**config.mk**
```make
export PLATFORM = sky130hd
export DESIGN_NAME = crc_engine
export DESIGN_NICKNAME = d
export VERILOG_FILES = /design/src/rtl/crc_engine.sv
export SDC_FILE = /design/constraint.sdc
export NUM_CORES = 1
export LEC_CHECK = 0
export BUFFER_PORTS_ARGS = -buffer_cell sky130_fd_sc_hd__clkbuf_2
export CORE_MARGIN = 4
export CORE_UTILIZATION = 25
export CTS_CLUSTER_DIAMETER = 50
export CTS_CLUSTER_SIZE = 10
export DETAILED_ROUTE_END_ITERATION = 8
export GPL_ROUTABILITY_DRIVEN = 0
export HOLD_SLACK_MARGIN = 0.05
export PLACE_DENSITY_LB_ADDON = 0.3
export SYNTH_ARGS = -nofsm -noshare
export SYNTH_HDL_FRONTEND = slang
export SYNTH_SLANG_ARGS = --single-unit
export TNS_END_PERCENT = 50
```
**constraint.sdc**
```tcl
create_clock -name i_sys_clk -period 2 [get_ports i_sys_clk]
set_input_delay 0.3 -clock i_sys_clk [delete_from_list [all_inputs] [get_ports i_sys_clk]]
set_output_delay 0.3 -clock i_sys_clk [all_outputs]
set_load 0.05 [all_outputs]
```
**src/rtl/crc_engine.sv**
```systemverilog
// crc_engine
//   Configurable CRC generator/checker. Each accepted DATA_WIDTH-bit word is
//   folded into a running CRC register BITS_PER_CYCLE bits per clock, MSB of
//   the (optionally bit-reversed) word first. The register persists across
//   words until i_clear or reset, so a message is a sequence of words.
//
// Ports
//   i_sys_clk      : system clock, rising edge
//   i_reset        : asynchronous active-high reset
//   i_clear        : synchronous restart; reloads INIT and aborts any word in flight
//   i_valid/i_data : input word handshake; word taken when i_valid && o_ready
//   o_ready        : combinational; high in IDLE while i_clear is low
//   o_done         : one-cycle pulse when a word has been folded
//   o_crc          : registered reflect_out(crc_reg) ^ XOR_OUT
//   o_residue_zero : registered; high when the raw CRC register is zero
module crc_engine #(
    parameter int unsigned CRC_WIDTH      = 16,
    parameter logic [31:0] POLYNOMIAL     = 32'h0000_1021,
    parameter logic [31:0] INIT           = 32'h0000_FFFF,
    parameter logic [31:0] XOR_OUT        = 32'h0000_0000,
    parameter int unsigned DATA_WIDTH     = 8,
    parameter int unsigned BITS_PER_CYCLE = 1,
    parameter logic        REFLECT_IN     = 1'b0,
    parameter logic        REFLECT_OUT    = 1'b0
) (
    input  logic                  i_sys_clk,
    input  logic                  i_reset,
    input  logic                  i_clear,
    input  logic                  i_valid,
    input  logic [DATA_WIDTH-1:0] i_data,
    output logic                  o_ready,
    output logic                  o_done,
    output logic [CRC_WIDTH-1:0]  o_crc,
    output logic                  o_residue_zero
);

    localparam int unsigned STEPS = DATA_WIDTH / BITS_PER_CYCLE;
    localparam int unsigned CNT_W = $clog2(STEPS) + 1;

    // Parameters wider than the register contribute only their low bits.
    localparam logic [CRC_WIDTH-1:0] POLY_V = POLYNOMIAL[CRC_WIDTH-1:0];
    localparam logic [CRC_WIDTH-1:0] INIT_V = INIT[CRC_WIDTH-1:0];
    localparam logic [CRC_WIDTH-1:0] XOR_V  = XOR_OUT[CRC_WIDTH-1:0];

    typedef enum logic [1:0] {
        IDLE,
        SHIFT,
        DONE
    } state_e;

    state_e                 state_q, state_d;
    logic [CRC_WIDTH-1:0]   crc_q, crc_d;
    logic [DATA_WIDTH-1:0]  data_q, data_d;
    logic [CNT_W-1:0]       cnt_q, cnt_d;
    logic                   done_q, done_d;
    logic [CRC_WIDTH-1:0]   crc_out_q, crc_out_d;
    logic                   rz_q, rz_d;

    logic [CRC_WIDTH-1:0]   crc_step;
    logic [DATA_WIDTH-1:0]  data_step;
    logic                   fb;

    function automatic logic [CRC_WIDTH-1:0] final_crc(input logic [CRC_WIDTH-1:0] v);
        logic [CRC_WIDTH-1:0] r;
        if (REFLECT_OUT) r = {<<{v}};
        else             r = v;
        return r ^ XOR_V;
    endfunction

    function automatic logic [DATA_WIDTH-1:0] load_word(input logic [DATA_WIDTH-1:0] v);
        logic [DATA_WIDTH-1:0] r;
        if (REFLECT_IN) r = {<<{v}};
        else            r = v;
        return r;
    endfunction

    assign o_ready        = (state_q == IDLE) && !i_clear;
    assign o_done         = done_q;
    assign o_crc          = crc_out_q;
    assign o_residue_zero = rz_q;

    always_comb begin
        state_d   = state_q;
        crc_d     = crc_q;
        data_d    = data_q;
        cnt_d     = cnt_q;
        done_d    = 1'b0;
        crc_out_d = crc_out_q;
        rz_d      = rz_q;
        crc_step  = crc_q;
        data_step = data_q;
        fb        = 1'b0;

        if (i_clear) begin
            state_d   = IDLE;
            crc_d     = INIT_V;
            crc_out_d = final_crc(INIT_V);
            rz_d      = (INIT_V == '0);
        end else begin
            unique case (state_q)
                IDLE: begin
                    if (i_valid) begin
                        data_d  = load_word(i_data);
                        cnt_d   = CNT_W'(STEPS);
                        state_d = SHIFT;
                    end
                end
                SHIFT: begin
                    // Unrolled serial LFSR steps; the word is consumed from its MSB.
                    for (int unsigned i = 0; i < BITS_PER_CYCLE; i++) begin
                        fb        = data_step[DATA_WIDTH-1] ^ crc_step[CRC_WIDTH-1];
                        crc_step  = {crc_step[CRC_WIDTH-2:0], 1'b0} ^ (fb ? POLY_V : '0);
                        data_step = data_step << 1;
                    end
                    crc_d  = crc_step;
                    data_d = data_step;
                    cnt_d  = cnt_q - 1'b1;
                    if (cnt_q == CNT_W'(1)) begin
                        done_d    = 1'b1;
                        crc_out_d = final_crc(crc_step);
                        rz_d      = (crc_step == '0);
                        state_d   = DONE;
                    end
                end
                DONE: begin
                    state_d = IDLE;
                end
                default: begin
                    state_d = IDLE;
                end
            endcase
        end
    end

    always_ff @(posedge i_sys_clk or posedge i_reset) begin
        if (i_reset) begin
            state_q   <= IDLE;
            crc_q     <= INIT_V;
            data_q    <= '0;
            cnt_q     <= '0;
            done_q    <= 1'b0;
            crc_out_q <= final_crc(INIT_V);
            rz_q      <= (INIT_V == '0);
        end else begin
            state_q   <= state_d;
            crc_q     <= crc_d;
            data_q    <= data_d;
            cnt_q     <= cnt_d;
            done_q    <= done_d;
            crc_out_q <= crc_out_d;
            rz_q      <= rz_d;
        end
    end

endmodule
```
; Word level (Yosys, flattened, before mapping)
; Index checks and enable logic that the tools add are counted.
[op_classes]
addsub = 1
n_eq_ne = 5
muxes = 20
bitwise = 3
n_reduce_logical = 10
[ops]
columns = op, count
row1 = 2-to-1 mux 16 bit, 5
row2 = zero test 16 bit, 1
row3 = case mux 8 bit (2 select lines), 1
row4 = XOR 16 x 13 -> 16 bit, 1
row5 = 2-to-1 mux 13 bit, 1
row6 = 2-to-1 mux 8 bit, 1
row7 = case mux 4 bit (2 select lines), 1
row8 = 2-to-1 mux 1 bit, 6
row9 = 2-to-1 mux 2 bit, 3
row10 = "!= test 3 bit, second input constant", 2
row11 = nonzero test 2 bit, 3
row12 = "== test 4 x 1 -> 1 bit, second input constant", 1
row13 = 2-to-1 mux 4 bit, 1
row14 = case mux 2 bit (2 select lines), 1
row15 = AND reduction 2 bit, 2
row16 = "subtractor 4 x 1 -> 4 bit, second input constant", 1
row17 = AND reduction 3 bit, 1
row18 = "== test 2 x 1 -> 1 bit, second input constant", 1
row19 = zero test 2 bit, 1
row20 = "!= test 2 bit, second input constant", 1
row21 = logical AND 1 bit, 1
row22 = zero test 1 bit, 1
row23 = inverter 1 bit, 1
row24 = XOR 1 bit, 1
[totals]
reg_bits = 48
in_bits = 12
out_inout_bits = 19
word_cells = 46

; Depth between registers and ports, before layout
; Gate-level depths: netlist of run 1.
[logic_depth]
depth_word = 7
ltp_mapped = 6
ltp_nobuf = 6

; Least setup slack after synthesis of run 1
; OpenSTA, ideal clock, no wires.
[synth_path]
kind = reg2reg
from = register state_q[0]
to = register data_q[0]
setup_time_ns = 0.065
t_arrival_ns = 1.929
t_required_ns = 1.935
slack_ns = 0.005
path_stages_with_launch = 4
path_buffers = 0
period_less_slack_ns = 1.995
path_cell_list = dfrtp_1 > nor3_1 > and2_1 > a22o_1
[synth_between]
elab_chain_len = 3
word_cells_on_any_way = 6
classes_between = eq/ne: 2 / mux: 1 / reduce/logical: 3
[synth_rtl]
columns = item, line
row1 = start: declaration, 51  ; state_e state_q, state_d;
row2 = start signal: assignment, 145  ; state_q <= state_d;
row3 = == test 2 x 1 -> 1 bit / zero test 2 bit (equally long branches), 100  ; unique case (state_q)
row4 = nonzero test 2 bit (no line) / != test 2 bit (equally long branches), --
row5 = AND reduction 3 bit (no line), --
row6 = end signal: assignment, 147  ; data_q <= data_d;
row7 = end: declaration, 53  ; logic [DATA_WIDTH-1:0] data_q, data_d;
; Parallel ways exist; a longest one is shown, timed or not.
; A chain may end at the register's enable or synchronous reset.

; Final worst setup path of run 1
[layout_path]
from = register cnt_q[1]
to = register crc_out_q[0], in the netlist o_crc[0]
[layout_between]
elab_chain_len = 3
[layout_rtl]
columns = item, line
row1 = start: declaration, 54  ; logic [CNT_W-1:0] cnt_q, cnt_d;
row2 = start signal: assignment, 148  ; cnt_q <= cnt_d;
row3 = == test 4 x 1 -> 1 bit, 118  ; if (cnt_q == CNT_W'(1)) begin
row4 = nonzero test 2 bit (no line), --
row5 = AND reduction 2 bit (no line), --
row6 = end signal: assignment, 142  ; crc_out_q <= final_crc(INIT_V);
row7 = end signal: assignment, 150  ; crc_out_q <= crc_out_d;
row8 = end: declaration, 56  ; logic [CRC_WIDTH-1:0] crc_out_q, crc_out_d;
; No other way between the ends.

==> run metrics, run 1 <==
layer with the highest usage met2; via/cell ratio ~4.6; Core Rows 33; I/O pin total 31; status finished, final reports clean; Die X ~100 um; Vias between 1500 and 2000; Syn Area/Cell 11.0 sq um; Setup crit end kind flip-flop; Clk pwr share 24.9%; Final setup viols 0; final instance area ~2500 sq um; combinational power share a little over a fifth; Switching Share 31.0%; Hold Path Class primary input to flip-flop; count leader, synth dfstp_2; Slew Viols, Final 0; headroom to the max-slew limit around 56%; post-CTS sizing 0; post-synthesis cell count between 150 and 200; met2 Use GR between 10% and 20%; Fmax ~580 MHz; layout cells sized above 1 roughly two fifths; Tot Pwr roughly 2300 uW; Core Region about 8300 sq um; Max Cap Violations 0; cts bufs inserted 5; sequential cell area between 1000 and 1500 sq um; area of the multi-input gates roughly 790 sq um; Fin Hold WS roughly 220 ps; post-route setup TNS 0 ps; Sequential Power Share 53.6%; largest net degree at the start of global routing 22; Hold Path Depth 2; critical path required time ~2200 ps; WP data arrival 1950 ps; GRT met3 Usage 2.50%; met1 GRT Util between 10% and 20%; placed instance area between 2000 and 2500 sq um; sequential fraction of the synthesis area approximately three fifths; Final Hold Fails 0; Lkg Pwr roughly 0.0011 uW; Clock Tree Buf Depth 2; minimum clock period between 1500 and 2000 ps; Avg WL per Cell 14.1 um; RSZ-0062 raised after global routing false; post-synth top area share 39.6%; area leader, netlist dfstp_2; Synth warnings 0; H-tree Lvls 2; first-pass GRT wire length 7.85 mm; die area between 10000 and 15000 sq um; synthesis-to-finish area growth 18.3%; synth top area cells dfstp_2, dfrtp_1, nand3_1, nand2_1, o22a_1; Worst Path Max Fanout 10; Worst setup SP type flip-flop; antenna-violating nets left 0; cell-internal power between 1500 and 2000 uW; clk sinks between 40 and 50; R2R cell count 6; First DRT Iteration DRCs between 70 and 80; number of synthesized flops with an enable pin 0; top cells by count, synth dfstp_2, nand2_1, nand3_1, dfrtp_1, o21ai_0; crit path kind flip-flop to flip-flop; Inserted Diodes 0; Port Buffers 30; Distinct cells, synth 38; #FFs+latches synth 48; drt total wl ~4.7 mm; hpwl dp between 3 and 4 mm; grt ovf 0; vias in the first global route around 1500; root buffer cell clkbuf_8; PwrDens between 900 and 1000 nW/um^2; mapped cell area 2120 sq um; # fillers 890; part of the cycle the worst path needs between 80% and 90%; worst-case vdd ir drop between 0.2 and 0.3 mV; Total GRT Usage approximately a tenth; post-synth net total around 210; Main synth FF type dfstp_2; post-layout net count roughly 240; Slew @ Worst Pin approximately 650 ps; Skew-Pair Late Insertion Delay 300 ps; Finished Core Util a little under a third; Worst Clk Skew 11.3 ps; drt pass-1 iters 4; fraction of registers with async set/reset 100%; antenna violations before repair 0; P_sw roughly 700 uW; CTS tree built; die height roughly 100 um; DR DRC count 0; Reg clk slew, reported paths approximately 90 ps; initial cell density of the core 25.7%
## stage by stage
step                cells  setup slack [ps]
floorplan             194              5.37
global placement      326               325
detailed placement    326               269
CTS                   335               261
global route          335              65.3
finish                335               281
## sequential cells by signal, summed over array words and instances (netlist names)
register	flops
crc_q	16
o_crc	16
data_q	8
cnt_q	4
state_q	2
o_done	1
o_residue_zero	1
## power by group through the flow
stage	Sequential [uW]	Clock, uW	Combinational [uW]
2_1_floorplan	1250	0	333
3_3_place_gp	1230	0	489
6_report	1220	566	489
5_1_grt	1240	629	555
4_1_cts	1220	597	500
3_5_place_dp	1240	0	499
## area by class of cell
class / count / area share [%]
clock buffer: 6 / 2.89
inverter: 7 / 1.05
timing repair buffer: 41 / 9.36
sequential: 48 / 49.4
clock inverter: 2 / 0.498
tap: 105 / 5.23
multi-input combinational: 126 / 31.6
## placed cells by master (no fill, tap or decap), drive strengths merged, types with 2 or more instances in the layout
cell type and count:
or2 2, mux2i 6, clkbuf 36, and2 3
nand3 24, o22a 10, xnor2 3, nor2 2
inv 7, or3b 2, o21ai 16, a211o 2
o31ai 2, ha 2, nor4 5, a21oi 2
mux2 4, buf 10, dfstp 32, nand2 28
dfrtp 16
## per-layer routing
layer / wire [um] / vias up
met5: 0 / -
met4: 25 / 0
met3: 213 / 2
met2: 2250 / 25
met1: 2250 / 747
li1: - / 751
## cell families (layout without fill, tap and decap cells)
logic type               Yosys count  count (layout)  share of synthesized area [%]
buffers and inverters             20              56                           4.24
adder cells (fa/ha/maj)            2               2                           1.18
AND/OR/NAND/NOR                   73              73                           17.1
AO/OA/AOI/OAI                     38              38                           12.9
multiplexers                      10              10                           4.95
flip-flops                        48              48                           58.4
XOR/XNOR                           3               3                           1.24
## final timing paths
check | start | slack (ps) | end
worst max-delay path | cnt_q[1] | 280 | o_crc[0]
worst min-delay path | i_data[0] | 220 | data_q[0]
worst max register to register | cnt_q[1] | 280 | o_crc[0]
worst min register to register | crc_q[15] | 500 | crc_q[15]
max in group asynchronous | i_reset | 880 | crc_q[5]
min in group asynchronous | i_reset | 500 | o_done
## critical path, cell delays in order (launching register included)
cell	delay [ps]
dfrtp_1	380
inv_1	90
ha_1	150
or3b_1	470
o21ai_2	210
buf_4	210
a2bb2oi_2	140
## what timing repair did
item	in CTS	in global routing
hold endpoints to repair	1	0
setup buffers	0	0
hold buffers	1	0
Note: power is estimated with default switching activity, not from simulation.
==> run 2, diff against run 1 <==
CORE_MARGIN = default   (was 4)
CTS_BUF_LIST = sky130_fd_sc_hd__clkbuf_2 sky130_fd_sc_hd__clkbuf_4 sky130_fd_sc_hd__clkbuf_8   (was default)
==> run metrics, run 2 (synthesis gave the netlist of run 1 again) <==
status finished, final reports clean; placed instance area 2420 sq um (unchanged); post-CTS sizing 0 (unchanged); # fillers 862 (-3.1%); Slew Viols, Final 0 (unchanged); Worst Clk Skew 10.5 ps (-0.712 ps); most frequent cells in the layout dfstp_2, clkbuf_2, nand2_1; Vias 1487 (-2.5%); cts bufs inserted 5 (unchanged); Inserted Diodes 0 (unchanged); Core Region 8220 sq um (-0.50%); Clock Tree Buf Depth 2 (unchanged); critical path required time 2250 ps (+20 ps); headroom to the max-slew limit 61.7% (+5.2 points); Finished Core Util 30.6% (+0.21 points); commonest non-fill, non-tap cell in the layout dfstp_2; post-route setup slack 318 ps (+36.4 ps); DR DRC count 0 (unchanged); I/O pin total 31 (unchanged); Hold Path Class primary input to flip-flop; Core Rows 33 (unchanged); Worst setup SP type flip-flop; clk sinks 48 (unchanged); largest net degree at the start of global routing 24 (+9.1%); worst-case vdd ir drop 0.283 mV (+2.9%); antenna-violating nets left 0 (unchanged); PwrDens 916 nW/um^2 (+1.1%); via/cell ratio 4.44 (-2.5%); vias in the first global route 1580 (+2.9%); Skew-Pair Late Insertion Delay 300 ps (about the same); Total GRT Usage 11.4% (+1.6 points); CTS tree built; area of the multi-input gates 793 sq um (unchanged); WP data arrival 1930 ps (-20 ps); Avg WL per Cell 13.4 um (-5.4%); die area 8870 sq um (-12%); first-pass GRT wire length 7.74 mm (-1.4%); First DRT Iteration DRCs 83 (+15%); final instance area 2520 sq um (+0.20%); antenna violations before repair 0 (unchanged); Crit-path slowest cell or3b_1; Port Buffers 30 (unchanged); Fin Hold WS 225 ps (+4.36 ps); Lkg Pwr 0.00111 uW (+0.24%); Slew @ Worst Pin 572 ps (-80.5 ps); sequential cell area 1240 sq um (unchanged); minimum clock period 1680 ps (-36.4 ps); H-tree Lvls 2 (unchanged); Setup crit end kind flip-flop; initial cell density of the core 25.9% (+0.13 points); grt ovf 0 (unchanged); worst slack at placement 319 ps (+49.3 ps); Fmax 594 MHz (+2.2%); Worst Path Max Fanout 12 (+2); synthesis-to-finish area growth 18.5%; post-route setup TNS 0 ps (unchanged); die height 94.2 um (-6.0%); part of the cycle the worst path needs 84.1% (-1.8 points); root buffer cell clkbuf_8; post-layout net count 243 (unchanged); drt total wl 4.48 mm (-5.4%); Max Cap Violations 0 (unchanged); hpwl dp 3.20 mm (-6.7%); Worst path max stage delay 470 ps (about the same); Final setup viols 0 (unchanged); Final Hold Fails 0 (unchanged); crit path kind flip-flop to flip-flop; RSZ-0062 raised after global routing false; Reg clk slew, reported paths 100 ps (about the same); layout cells sized above 1 39.6% (+0.43 points); worst-path cell chain inv_1 -> ha_1 -> or3b_1 -> o21ai_2 -> buf_4 -> a41o_1; drt pass-1 iters 4 (unchanged); Die X 94.2 um (-6.0%)
==> run 2: worst paths after layout <==
check,start,endpoint,slack (ps),cells past startpoint
worst max-delay path,cnt_q[1],o_residue_zero,320,6
worst min-delay path,i_data[0],data_q[0],230,2
worst min register to register,crc_q[0],crc_q[1],490,2
min in group asynchronous,i_reset,o_residue_zero,540,3
max in group asynchronous,i_reset,crc_q[15],790,4
worst max register to register,cnt_q[1],o_residue_zero,320,6
==> run 2: stage by stage <==
| step | std cells | power, uW |
|---|---|---|
| global placement | 326 | 1730 |
| finish | 335 | 2310 |
| CTS | 335 | 2340 |
| floorplan | 194 | 1590 |
| global route | 335 | 2460 |
| detailed placement | 326 | 1740 |
==> run 2: critical path: cells and delay by family (launching register included) <==
family	cells	cell delay, ps
compound gates	2	320
fa+ha+maj	1	150
buf+inv	2	300
flops	1	380
simple gates	1	470
==> run 2: final cells by class <==
class | instances | area share, %
Clock buffer | 5 | 2.73
Inverter | 7 | 1.04
Multi-Input combinational cell | 126 | 31.5
Tap cell | 105 | 5.22
Sequential cell | 48 | 49.3
Timing Repair Buffer | 41 | 9.34
Clock inverter | 3 | 0.845
==> run 2: power by group <==
| part | leakage (uW) | switching, uW | internal [uW] |
|---|---|---|---|
| clock | 0.0000445 | 344 | 249 |
| combinational | 0.000528 | 291 | 201 |
| sequential | 0.000539 | 96.7 | 1120 |
| total | 0.00111 | 732 | 1570 |
==> run 2: per-layer routing <==
metal / global-route usage (%) / wire length [um] / vias to the layer above / part of all wire (%)
met4: 4.23 / 44 / 0 / 0.98
met1: 14.9 / 2160 / 707 / 48
met3: 3.07 / 167 / 5 / 3.7
met5: 0 / 0 / - / 0
li1: - / - / 751 / -
met2: 18.0 / 2110 / 24 / 47
==> run 2: what timing repair did <==
action                    CTS  global route
buffers inserted            0             0
hold endpoints to repair    2             0
hold buffers                1             0
